<file path="src/rtl/req_encoder_pkg.sv">
// Shared constants, state encoding and popcount helper for the request encoder.
package req_encoder_pkg;

  localparam int unsigned REQ_W  = 8;
  localparam int unsigned CODE_W = 3;
  localparam int unsigned CNT_W  = 4;

  localparam logic [0:0] ST_IDLE = 1'b0;
  localparam logic [0:0] ST_HOLD = 1'b1;

  function automatic logic [CNT_W-1:0] popcount(input logic [REQ_W-1:0] v);
    logic [CNT_W-1:0] sum;
    sum = '0;
    for (int i = 0; i < int'(REQ_W); i++) begin
      sum = sum + CNT_W'(v[i]);
    end
    return sum;
  endfunction

endpackage

</file>
<file path="src/rtl/req_encoder_prio_pick8.sv">
// Combinational priority picker: index of the winning set bit and an any-set flag.
module prio_pick8
  import req_encoder_pkg::*;
#(
  parameter bit PRIO_HIGH = 1'b1
) (
  input  logic [REQ_W-1:0]  req,
  output logic [CODE_W-1:0] idx_c,
  output logic              any_c
);

  // Later loop iterations overwrite earlier ones, so scan order sets the winner.
  always_comb begin
    idx_c = '0;
    any_c = |req;
    if (PRIO_HIGH) begin
      for (int i = 0; i < int'(REQ_W); i++) begin
        if (req[i]) idx_c = CODE_W'(i);
      end
    end else begin
      for (int i = int'(REQ_W) - 1; i >= 0; i--) begin
        if (req[i]) idx_c = CODE_W'(i);
      end
    end
  end

endmodule

</file>
<file path="src/rtl/req_encoder.sv">
// Accumulates request lines into a pending set and issues one binary code per
// accepted handshake, highest priority first.
module req_encoder
  import req_encoder_pkg::*;
#(
  parameter bit PRIO_HIGH = 1'b1
) (
  input  logic              clk,
  input  logic              rst_n,
  input  logic              en,
  input  logic [REQ_W-1:0]  D,
  input  logic              out_ready,
  output logic              out_valid,
  output logic [CODE_W-1:0] out_code,
  output logic [REQ_W-1:0]  pend,
  output logic [CNT_W-1:0]  pend_cnt
);

  logic [0:0]        state_q, state_d;
  logic [CODE_W-1:0] code_q,  code_d;
  logic [REQ_W-1:0]  pend_q,  pend_d;
  logic [CNT_W-1:0]  cnt_q,   cnt_d;

  logic [CODE_W-1:0] pick_idx_c;
  logic              pick_any_c;
  logic              load_c;

  prio_pick8 #(.PRIO_HIGH(PRIO_HIGH)) u_pick (
    .req   (pend_q),
    .idx_c (pick_idx_c),
    .any_c (pick_any_c)
  );

  always_ff @(posedge clk or negedge rst_n) begin
    if (!rst_n) begin
      state_q <= ST_IDLE;
      code_q  <= '0;
      pend_q  <= '0;
      cnt_q   <= '0;
    end else begin
      state_q <= state_d;
      code_q  <= code_d;
      pend_q  <= pend_d;
      cnt_q   <= cnt_d;
    end
  end

  // Capture is applied after the clear so a same-edge re-request survives.
  always_comb begin
    state_d = state_q;
    code_d  = code_q;
    pend_d  = pend_q;
    load_c  = (state_q == ST_IDLE) || out_ready;
    if (load_c) begin
      if (pick_any_c) begin
        state_d            = ST_HOLD;
        code_d             = pick_idx_c;
        pend_d[pick_idx_c] = 1'b0;
      end else begin
        state_d = ST_IDLE;
      end
    end
    if (en) pend_d = pend_d | D;
    cnt_d = popcount(pend_d);
  end

  assign out_valid = (state_q == ST_HOLD);
  assign out_code  = code_q;
  assign pend      = pend_q;
  assign pend_cnt  = cnt_q;

endmodule

</file>
<file path="config.mk">
export PLATFORM = sky130hd
export DESIGN_NAME = req_encoder
export DESIGN_NICKNAME = d
export VERILOG_FILES = /design/src/rtl/req_encoder_pkg.sv /design/src/rtl/req_encoder_prio_pick8.sv /design/src/rtl/req_encoder.sv
export SDC_FILE = /design/constraint.sdc
export NUM_CORES = 1
export LEC_CHECK = 0
export CORE_ASPECT_RATIO = 0.7
export CORE_MARGIN = 5
export CORE_UTILIZATION = 44
export DETAILED_ROUTE_END_ITERATION = 7
export PLACE_DENSITY = 0.8
export SLEW_MARGIN = 20
export SYNTH_ARGS = -nofsm -noshare
export SYNTH_HDL_FRONTEND = slang
export SYNTH_SLANG_ARGS = --single-unit
</file>
<file path="constraint.sdc">
create_clock -name clk -period 4.6 [get_ports clk]
set_input_delay 0.92 -clock clk [delete_from_list [all_inputs] [get_ports clk]]
set_output_delay 0.92 -clock clk [all_outputs]
set_load 0.01 [all_outputs]
</file>
### Word level (Yosys, flattened, before mapping)

Cells that the tools add are included.

* add/sub/neg operators: 7
* order comparisons: 2
* muxes and demuxes: 13
* bitwise operators: 4
* reduce and logical (&&, ||, !) cells: 4

Operators by type and width (number)
* 2-to-1 mux 8 bit: 3
* adder 4 x 1 -> 4 bit: 4
* 2-to-1 mux 3 bit: 4
* AND 8 bit: 1
* inverter 8 bit: 1
* OR 8 bit: 1
* OR reduction 8 bit: 1
* adder 3 x 1 -> 4 bit: 1
* less-than comparator 3 x 4 -> 1 bit, second input constant: 1
* 2-to-1 mux 2 bit: 2
* adder 2 x 1 -> 3 bit: 1
* demux 1 bit (select 3 bit): 1
* greater-or-equal comparator 3 x 1 -> 1 bit, second input constant: 1
* 2-to-1 mux 1 bit: 3
* adder 1 x 1 -> 2 bit: 1
* AND reduction 2 bit: 1
* logical AND 1 bit: 1
* logical OR 1 bit: 1
* inverter 1 bit: 1

* register bits: 16
* logic and storage cells: 34

### Logic depth before layout (Yosys ltp)

* word-level depth: 24
* depth in mapped cells: 12

### Modules after synthesis

From an unflattened synthesis, not the netlist that was laid out.

* cell total of the unflattened synthesis: 78
* area, all modules: 872.1 µm²

By module, submodules not included
* req_encoder: instances 1, cells each 66, area an instance 805.8 µm², sequential area each 400.4 µm²
* prio_pick8: instances 1, cells each 12, area an instance 66.3 µm², sequential area each 0.0 µm²

### Worst setup path after synthesis

No wires, ideal clock.

* path type: input to register
* start: input out_ready
* end: register cnt_q[2], in the netlist pend_cnt[2]
* library setup time: 123 ps
* data arrival time: 3708 ps
* required time: 4477 ps
* path slack: 770 ps
* cell stages on the path: 12
* path buffers: 0
* cell sequence: nand2b_1 nand3_2 and2_1 a221oi_1 fa_1 fa_1 fa_1 inv_1 ha_1 inv_1 fa_1 xnor2_1

* longest elaborated chain between the ends: 11

Ends and longest elaborated chain
* start: declaration: RTL line req_encoder.sv:12 `input logic out_ready,`
* logical OR 1 bit (*): RTL line req_encoder.sv:53 `load_c = (state_q == ST_IDLE) || out_ready;`
* 2-to-1 mux 8 bit (*): RTL line req_encoder.sv:54 `if (load_c) begin`
* OR 8 bit: RTL line req_encoder.sv:63 `if (en) pend_d = pend_d | D;`
* 2-to-1 mux 8 bit (*): RTL line req_encoder.sv:63
* adder 1 x 1 -> 2 bit: RTL line req_encoder_pkg.sv:15 `sum = sum + CNT_W'(v[i]);`
* adder 2 x 1 -> 3 bit: RTL line req_encoder_pkg.sv:15
* adder 3 x 1 -> 4 bit: RTL line req_encoder_pkg.sv:15
* adder 4 x 1 -> 4 bit (3 in a row): RTL line req_encoder_pkg.sv:15
* adder 4 x 1 -> 4 bit (*): RTL line req_encoder_pkg.sv:15
* via cnt_d[2]: RTL line req_encoder.sv:22 `logic [CNT_W-1:0] cnt_q, cnt_d;`
* end signal: assignment: RTL line req_encoder.sv:44 `cnt_q <= cnt_d;`
* end: declaration: RTL line req_encoder.sv:22

The timed path passes the listed nets; every way through them passes the cells marked *.
A chain may end at the register's enable or synchronous reset.

### Final worst setup path

* start: input out_ready
* end: register cnt_q[1], in the netlist pend_cnt[1]

Same word-level chain as after synthesis.

==> flow_summary.toml <==
[routing]
avgViaCountPerCell = 5.40
ant_nets = 0
vias = 691
firstDrtPassIters = 4
drc = 0
totalWireLength_mm = 1.93
drtIter0Drc = 22
wire_per_inst_um = 15.1

[sta]
max_freq_mhz = 232
hold_viol = 0
rsz0062_at_grt = "no"
fin_tns_setup_ns = 0
slew_violations = 0
skew_ns = 0.00605
slew_headroom_pct = 51.0
worstMarginPinSlew_ns = 0.733
setup_violations = 0
fin_crit_sh_pct = 93.7
post-route-min-period_ns = 4.31

[logic_synthesis]
yosysTopAreaCell = "dfrtp_1"
yosys_warnings = 0
avgSynthCellArea_um2 = 11.0
synthArstFlopShare_pct = 100
synth.area.top_cells = "dfrtp_1 (48%), fa_1 (9.6%), inv_1 (6.3%), ha_1 (4.5%), a21oi_1 (3.0%)"
yosysTopAreaCellShare_pct = 48.0
synth_edf_count = 0
yosysMostFrequentCell = "dfrtp_1"
ys_seq_elements = 16
ys_seq_area_share_pct = 48.0
netlist_top_cells_count = "dfrtp_1 (16), inv_1 (14), a21oi_1 (5), nand2_1 (5)"
syn_inst = 76
netlist_area_um2 = 833
ys.flop_type = "dfrtp_1"
synth_nets = 95
synth.distinct_cells = 25

[cells_and_area]
layout-drive-gt1-share_pct = 8.49
n_antenna_cell = 0
area_growth_pct = 38.9
layout.cells.non_filler = 128
final_nets = 127
fillers = 157

[die]
core_area_mm2 = 0.00182
num_rows = 13
initial_core_util_pct = 45.7
die_h_um = 46.4
die_area_mm2 = 0.00288
die_x_um = 62.0
io_pins = 28

[global_route]
grt_pass1_vias = 713
grt.overflow.total = 0
antenna_found_initial = 0
grt_pass1_wl_mm = 3.04
grt_usage_pct = 14.8
grt_max_degree = 17

[placed_design]
hpwl_mm = 1.60
portBuffers = 27
placed_cells = 125
gp_congestion = 0.832

[clock_network]
cts_buffer_depth = 2
cts_root_buffer = "clkbuf_4"
cts.reportedPaths.clkPinSlew_ns = 0.09
cts_tree = "done"
cts_resized = 0
ctsHoldBuffers = 0
htreeDepth = 1
cts_buffers = 3
post-cts-setup-buffer-count = 0
clk_latency_ns = 0.28
cts.sinks = 16

[critical_path]
critPathMaxFanout = 4
rrSetupSlack_ns = 0.69
r2r_start = "pend[5]"
critPathKind = "in -> reg"
crit_required_ns = 4.77
cp.arrival_ns = 4.49
r2r-end = "pend_cnt[1]"
endpoint_kind = "register"
start_kind = "primary input"
reg2regPathDepth = 12

[power_and_ir_drop]
peakVddDrop_mv = 0.232
p_leak_uw = 0.000491
powerDensity_mw_per_mm2 = 358

[min_path]
whs_path_depth = 1
hold_end = "out_code[1]"
hold_path_class = "reg -> reg"
hold_start = "out_code[1]"

[run_status]
status = "finished clean"

[flow_run]
maxCapViolCount = 0
## cells by family (layout without fill, tap and decap cells)
| group | count (synthesis) | count (layout) | synth area share, % |
|---|---|---|---|
| buffers and inverters | 15 | 45 | 6.76 |
| adders and majority gates | 7 | 7 | 14.1 |
| and+or+nand+nor | 17 | 17 | 13.1 |
| xor gates and xnor gates | 1 | 1 | 1.05 |
| muxes | 1 | 1 | 1.35 |
| DFF | 16 | 16 | 48.0 |
| AOI/OAI and AO/OA | 19 | 19 | 15.6 |
## through the flow
| step | cell area, µm² | power, µW | hold slack (ns) | worst slack (ns) | util, % |
|---|---|---|---|---|---|
| after floorplan | 833 | 265 | 0.531 | 0.770 | - |
| final | 1160 | 415 | 0.514 | 0.288 | 63.5 |
| after CTS | 1160 | 423 | 0.514 | 0.267 | 63.5 |
| after global placement | 1130 | 344 | 0.475 | 0.0761 | 62.3 |
| after detailed placement | 1130 | 352 | 0.493 | -0.0103 | 62.3 |
| after global routing | 1160 | 447 | 0.536 | 0.0175 | 63.5 |
## registers in the layout, summed over array words and instances, names as in the netlist
| name | cells |
|---|---|
| out_code | 3 |
| pend | 8 |
| pend_cnt | 4 |
| out_valid | 1 |
## area by class of cell
cell class	count	area, µm²	share of cell area (%)
Tap cell	22	27.5	2.38
Multi-Input combinational cell	45	377	32.5
Inverter	14	52.6	4.54
Clock buffer	3	22.5	1.95
Sequential cell	16	400	34.6
Timing Repair Buffer	28	278	24.0
## routing by layer
metal  routed length, µm  vias to the layer above  GRT usage (%)
li1                    -                      320              -
met2                 889                       26           26.0
met5                   0                        -              0
met4                  42                        0           3.39
met1                 810                      339           17.2
met3                 185                        6           5.04
## worst max-delay path by stage
stage,startpoint,endpoint,slack (ns),cells past startpoint
floorplan,out_ready,pend_cnt[2],0.77,12
global placement,out_ready,pend_cnt[2],0.08,13
detailed placement,out_ready,pend_cnt[2],-0.01,13
CTS,out_ready,pend_cnt[2],0.27,13
global route,out_ready,pend_cnt[1],0.02,13
finish,out_ready,pend_cnt[1],0.29,13
## report_power, final
part	switching (µW)	internal, µW	total, µW
combinational	71.8	89.6	161
clock	39.2	30.3	69.5
sequential	16.2	167	184
total	127	287	415
## cells in the final DEF (no fill, tap or decap), types with 2 or more instances in the layout
cell type | Yosys | layout
fa_1 | 4 | 4
a22oi_1 | 3 | 3
nor2b_1 | 2 | 2
clkbuf_4 | 0 | 3
clkdlybuf4s50_1 | 0 | 27
a21oi_1 | 5 | 5
dfrtp_1 | 16 | 16
nor2_1 | 2 | 2
ha_1 | 3 | 3
a221o_1 | 2 | 2
o21ai_0 | 4 | 4
and2_1 | 3 | 3
inv_1 | 14 | 14
nand2_1 | 5 | 5
## critical path, cell delays in order
cell and delay (ns):
clkdlybuf4s50_1 0.48, nand2b_1 0.20, nand3_2 0.10, and2_1 0.19, a221oi_1 0.38, fa_1 0.49
fa_1 0.52, fa_1 0.42, inv_1 0.06, ha_1 0.16, inv_1 0.05, fa_1 0.48
inv_1 0.04
Power figures use the tool's default switching activity.
